[config.mk]
export PLATFORM = sky130hd
export DESIGN_NAME = karatsuba_mul_iter
export DESIGN_NICKNAME = d
export VERILOG_FILES = /design/src/rtl/karatsuba_mul_iter.sv
export SDC_FILE = /design/constraint.sdc
export NUM_CORES = 1
export LEC_CHECK = 0
export CAP_MARGIN = 5
export CORE_MARGIN = 8
export CORE_UTILIZATION = 50
export CTS_CLUSTER_SIZE = 16
export DETAILED_ROUTE_END_ITERATION = 16
export PLACE_DENSITY = 0.68
export RECOVER_POWER = 25
export SYNTH_ARGS = -nofsm -noshare
export SYNTH_HDL_FRONTEND = slang
export SYNTH_SLANG_ARGS = --single-unit
[constraint.sdc]
create_clock -name i_clk -period 26 [get_ports i_clk]
set_input_delay 3.9 -clock i_clk [delete_from_list [all_inputs] [get_ports i_clk]]
set_output_delay 3.9 -clock i_clk [all_outputs]
set_load 0.05 [all_outputs]
[src/rtl/karatsuba_mul_iter.sv]
// Iterative Karatsuba multiplier / multiply-accumulator.
// One shared half-width multiplier pipeline computes the three Karatsuba
// partial products in consecutive cycles. The results are then combined into a
// 2*WIDTH-bit product, which is either stored or added to the previous result.
module karatsuba_mul_iter #(
  parameter int unsigned WIDTH      = 32,
  parameter int unsigned MUL_STAGES = 2
) (
  input  logic                 i_clk,
  input  logic                 i_rst,
  input  logic                 i_start,
  input  logic                 i_acc,
  input  logic [WIDTH-1:0]     i_x,
  input  logic [WIDTH-1:0]     i_y,
  output logic                 o_busy,
  output logic                 o_done,
  output logic [2*WIDTH-1:0]   o_o,
  output logic                 o_carry
);

  localparam int unsigned H  = WIDTH / 2;
  localparam int unsigned PW = 2 * H + 2;   // partial-product width
  localparam int unsigned W2 = 2 * WIDTH;

  typedef enum logic [2:0] {
    S_IDLE,
    S_ISSUE_LO,
    S_ISSUE_HI,
    S_ISSUE_MID,
    S_WAIT,
    S_COMBINE
  } state_t;

  // Identifies which partial product occupies a multiplier pipeline slot.
  typedef enum logic [1:0] {
    TAG_NONE,
    TAG_LO,
    TAG_HI,
    TAG_MID
  } tag_t;

  state_t             r_state;
  state_t             w_next;

  logic [WIDTH-1:0]   r_a;
  logic [WIDTH-1:0]   r_b;
  logic               r_acc;

  logic [H-1:0]       w_a0;
  logic [H-1:0]       w_a1;
  logic [H-1:0]       w_b0;
  logic [H-1:0]       w_b1;

  logic [H:0]         w_op_a;
  logic [H:0]         w_op_b;
  tag_t               w_tag;
  logic [PW-1:0]      w_prod;

  logic [PW-1:0]      r_pp   [MUL_STAGES];
  tag_t               r_ptag [MUL_STAGES];
  logic [PW-1:0]      w_ret;
  tag_t               w_ret_tag;

  logic [2*H-1:0]     r_lo;
  logic [2*H-1:0]     r_hi;
  logic [PW-1:0]      r_midp;

  logic [PW-1:0]      w_mid;
  logic [W2-1:0]      w_p;
  logic [W2:0]        w_sum;

  assign w_a0 = r_a[H-1:0];
  assign w_a1 = r_a[WIDTH-1:H];
  assign w_b0 = r_b[H-1:0];
  assign w_b1 = r_b[WIDTH-1:H];

  assign o_busy = (r_state != S_IDLE);

  // FSM state register.
  always_ff @(posedge i_clk) begin
    if (i_rst) begin
      r_state <= S_IDLE;
    end else begin
      r_state <= w_next;
    end
  end

  // Next-state logic. WAIT ends when the MID product leaves the pipeline.
  always_comb begin
    w_next = r_state;
    case (r_state)
      S_IDLE:      if (i_start) w_next = S_ISSUE_LO;
      S_ISSUE_LO:  w_next = S_ISSUE_HI;
      S_ISSUE_HI:  w_next = S_ISSUE_MID;
      S_ISSUE_MID: w_next = S_WAIT;
      S_WAIT:      if (w_ret_tag == TAG_MID) w_next = S_COMBINE;
      S_COMBINE:   w_next = S_IDLE;
      default:     w_next = S_IDLE;
    endcase
  end

  // Capture the operands and the mode on the accepting edge.
  always_ff @(posedge i_clk) begin
    if (!i_rst && r_state == S_IDLE && i_start) begin
      r_a   <= i_x;
      r_b   <= i_y;
      r_acc <= i_acc;
    end
  end

  // Select operands for the shared multiplier according to the issue state.
  always_comb begin
    w_op_a = '0;
    w_op_b = '0;
    w_tag  = TAG_NONE;
    case (r_state)
      S_ISSUE_LO: begin
        w_op_a = {1'b0, w_a0};
        w_op_b = {1'b0, w_b0};
        w_tag  = TAG_LO;
      end
      S_ISSUE_HI: begin
        w_op_a = {1'b0, w_a1};
        w_op_b = {1'b0, w_b1};
        w_tag  = TAG_HI;
      end
      S_ISSUE_MID: begin
        w_op_a = {1'b0, w_a0} + {1'b0, w_a1};
        w_op_b = {1'b0, w_b0} + {1'b0, w_b1};
        w_tag  = TAG_MID;
      end
      default: ;
    endcase
  end

  assign w_prod = {{(H+1){1'b0}}, w_op_a} * {{(H+1){1'b0}}, w_op_b};

  // Multiplier pipeline tags. Reset empties every slot, dropping in-flight work.
  always_ff @(posedge i_clk) begin
    if (i_rst) begin
      for (int unsigned i = 0; i < MUL_STAGES; i++) r_ptag[i] <= TAG_NONE;
    end else begin
      r_ptag[0] <= w_tag;
      for (int unsigned i = 1; i < MUL_STAGES; i++) r_ptag[i] <= r_ptag[i-1];
    end
  end

  // Multiplier pipeline data. The tags qualify it, so it needs no reset.
  always_ff @(posedge i_clk) begin
    r_pp[0] <= w_prod;
    for (int unsigned i = 1; i < MUL_STAGES; i++) r_pp[i] <= r_pp[i-1];
  end

  assign w_ret     = r_pp[MUL_STAGES-1];
  assign w_ret_tag = r_ptag[MUL_STAGES-1];

  // Collect the returning partial products by tag.
  always_ff @(posedge i_clk) begin
    case (w_ret_tag)
      TAG_LO:  r_lo   <= w_ret[2*H-1:0];
      TAG_HI:  r_hi   <= w_ret[2*H-1:0];
      TAG_MID: r_midp <= w_ret;
      default: ;
    endcase
  end

  // Karatsuba recombination followed by the optional accumulate.
  always_comb begin
    w_mid = r_midp - {2'b00, r_lo} - {2'b00, r_hi};
    w_p   = {{(W2-2*H){1'b0}}, r_lo}
          + ({{(W2-PW){1'b0}}, w_mid} << H)
          + ({{(W2-2*H){1'b0}}, r_hi} << WIDTH);
    w_sum = {1'b0, w_p} + (r_acc ? {1'b0, o_o} : '0);
  end

  // Result registers and the completion pulse.
  always_ff @(posedge i_clk) begin
    if (i_rst) begin
      o_o     <= '0;
      o_carry <= 1'b0;
      o_done  <= 1'b0;
    end else begin
      o_done <= (r_state == S_COMBINE);
      if (r_state == S_COMBINE) begin
        {o_carry, o_o} <= w_sum;
      end
    end
  end

endmodule

==> results.yml <==
outcome:
  status: "finished with violations"
  violations: "max-capacitance violations, max-slew violations"
synth:
  yosysWarningCount: 0
  syn_area_per_cell_um2: 9.08
  synth.distinct_cells: 94
  seq_area_frac_synth_pct: 26.4
  synthArstFlopShare_pct: 0
  synth_nets: 3815
  synth_flop_cell: "edfxtp_1"
  ys_ff_latch: 304
  synth_edf_count: 163
  synthCells: 3214
  syn_area_mm2: 0.0292
critical_path:
  rr_worst_depth: 31
  crit_path_frequent_cell: "fa_1"
  arrival_ps: 10170
  r2r_start: "r_b[0]"
  regToRegSetupSlack_ps: 16300
  slowest_delay_ps: 700
  r2r_end: "r_pp[0][31]"
  path_class: "reg2reg"
  cp_slowest_cell: "a21oi_2"
  cp-start-kind: "flip-flop"
  cp_max_fo: 17
  worst_ep_required_time_ps: 26460
  cp_top_family: "compound AO/OA/AOI/OAI gates"
  end_kind: "flip-flop"
  crit_buf_inv: 4
routing:
  totalWireLength_um: 76200
  dr.pass1.iters: 5
  via_per_inst: 5.63
  drc: 0
  ant_nets: 0
  routedWlPerCell_um: 18.6
  vias: 23000
  drtIter0Drc: 1391
sta:
  max_slew_margin_pct: -32.9
  worst_pin_slew_ps: 1990
  period_share_pct: 37.3
  fin_ws_ps: 16300
  slew_viol_final: 33
  fin_crit_ps: 9700
  setup_viol: 0
  fin_skew_ps: 42.9
  max_freq_mhz: 103
  fin_setup_tns_ps: 0
  hold_violations: 0
  rsz0062_at_grt: "no"
floorplanning:
  fp.dieH_um: 258
  initial_core_util_pct: 50.6
  coreArea_mm2: 0.0577
  pin_count: 135
  die_area_mm2: 0.0664
  rows: 88
  die_x_um: 258
clocking:
  numCtsBuffers: 35
  cts_tree: "built"
  cts.path.max_buffers: 3
  clock-root-buffer: "clkbuf_16"
  h-tree-depth: 2
  cts_setup_buffers: 0
  path_clk_slew_ps: 60
  hold_buffers: 0
  clock_sinks: 304
  clkLatencyLatePin_ps: 570
  cts_resized: 0
global_route:
  grt_pass1_vias: 23700
  antenna_found_initial: 0
  grt_pass1_wl_um: 124000
  grt_max_degree: 65
  grtUsageTotal_pct: 22.7
  grt_overflow: 0
layout:
  final_core_util_pct: 56.4
  final_cells: 4096
  final_net_count: 3905
  area_growth_pct: 11.4
  stdcell_area_mm2: 0.0325
  diodes: 0
  drive_gt1_share_pct: 5.10
power_and_ir_drop:
  p_leak_nw: 14.5
  power.density_mw_per_mm2: 49.4
  vdd_ir_drop_max_uv: 48.5
place:
  placed_cell_area_mm2: 0.0313
  placed_cells: 4032
  dp_hpwl_um: 60300
  io_buffer_count: 134
  dp_slack_ps: 16450
  gp_congestion: 0.942
run:
  drv_cap: 1
min_path:
  min-delay-start: "r_pp[0][18]"
  min_path_type: "reg2reg"
  hold_end: "r_pp[0][52]"
  hold-path-cell-count: 0
## cell usage in the layout, fill, tap and decap left out, types with 13 or more instances in the layout
master           Yosys  routed
a31oi_1             25      23
mux2_2              14      14
nor2_1             152     151
a22oi_1             13      13
a21oi_1            243     240
nor2b_1             26      24
ha_1               273     273
xnor2_1            115     115
buf_4                1      30
xor2_1              47      47
o21bai_1            37      37
nand4_1             35      35
nand3_1             55      55
inv_1              417     417
nor3_1              57      57
a21o_1             100     100
dfxtp_1            141     140
o21ai_0            107     107
nand2_1            399     398
and2_1             128     127
edfxtp_1           163     163
o211ai_1            14      14
o21a_1              29      29
and3_1              31      30
clkbuf_16            0      37
clkdlybuf4s50_1      0     133
nand2b_1            23      23
fa_1               260     260
a211oi_1            21      21
## worst max path at each step
stage | from | to | slack [ps] | cells after the start
global placement | r_b[0] | r_pp[0][31] | 16660 | 31
CTS | r_b[0] | r_pp[0][31] | 16270 | 31
floorplan | r_b[0] | r_pp[0][31] | 17690 | 32
detailed placement | r_b[0] | r_pp[0][31] | 16450 | 31
finish | r_b[0] | r_pp[0][31] | 16300 | 31
global route | r_b[16] | r_pp[0][31] | 15720 | 31
## metrics by stage
stage	hold WS [ps]	total power, W
global placement	310	0.00109
finish	299	0.00161
detailed placement	312	0.00110
floorplan	310	0.000967
CTS	294	0.00162
global route	299	0.00170
## synth_stat cells (35+ instances only)
cell type | count | area (µm²)
a21o_1 | 100 | 751
a21oi_1 | 243 | 1220
and2_1 | 128 | 801
clkbuf_1 | 90 | 338
dfxtp_1 | 141 | 2820
edfxtp_1 | 163 | 4890
fa_1 | 260 | 5200
ha_1 | 273 | 3420
inv_1 | 417 | 1570
nand2_1 | 399 | 1500
nand3_1 | 55 | 275
nand4_1 | 35 | 219
nor2_1 | 152 | 571
nor3_1 | 57 | 285
o21ai_0 | 107 | 536
o21bai_1 | 37 | 278
xnor2_1 | 115 | 1010
xor2_1 | 47 | 412
## cell families after synthesis
family,count (synthesis),share of synthesized area [%]
xor gates and xnor gates,162,4.86
and+or+nand+nor,969,15.8
adders and majority gates,533,29.5
DFF,304,26.4
AOI/OAI and AO/OA,697,15.7
muxes,20,0.746
buffers and inverters,529,6.91
## flip-flops by register name (all words and copies together), names as in the netlist
signal and count:
r_pp 68, r_state 3, o_o 64, o_carry 1
r_b 32, r_acc 1, r_a 32, r_lo 32
r_midp 34, r_ptag 4, r_hi 32, o_done 1
## worst reg2reg max path: cells and delay by family (launching register included)
| family | cells | cell delay [ps] |
|---|---|---|
| buffers and inverters | 4 | 210 |
| AND/OR/NAND/NOR | 2 | 260 |
| flip-flops | 1 | 360 |
| XOR/XNOR | 1 | 130 |
| AO/OA/AOI/OAI | 15 | 4560 |
| adder cells (fa/ha/maj) | 9 | 4060 |
## where the power goes
part / leakage [nW] / total (W) / internal (W) / switching (W)
clock: 0.596 / 0.000513 / 0.000303 / 0.000210
sequential: 2.67 / 0.000578 / 0.000557 / 0.0000212
combinational: 11.3 / 0.000517 / 0.000198 / 0.000319
total: 14.5 / 0.00161 / 0.00106 / 0.000550
## per-layer routing
metal / routed length, µm / vias to the layer above / global-route usage, %
li1: - / 11100 / -
met1: 32400 / 11100 / 28.1
met2: 36000 / 689 / 39.1
met3: 3910 / 169 / 3.07
met4: 3890 / 0 / 10.5
met5: 0 / - / 0
## final cells by class
cell class / count / area [µm²]
Timing Repair Buffer: 165 / 1570
Inverter: 417 / 1570
Multi-Input combinational cell: 2381 / 19500
Sequential cell: 304 / 7720
Clock buffer: 42 / 975
Fill cell: 5093 / 25200
Tap cell: 765 / 957
Clock inverter: 22 / 250
(Power assumes the default switching activity.)
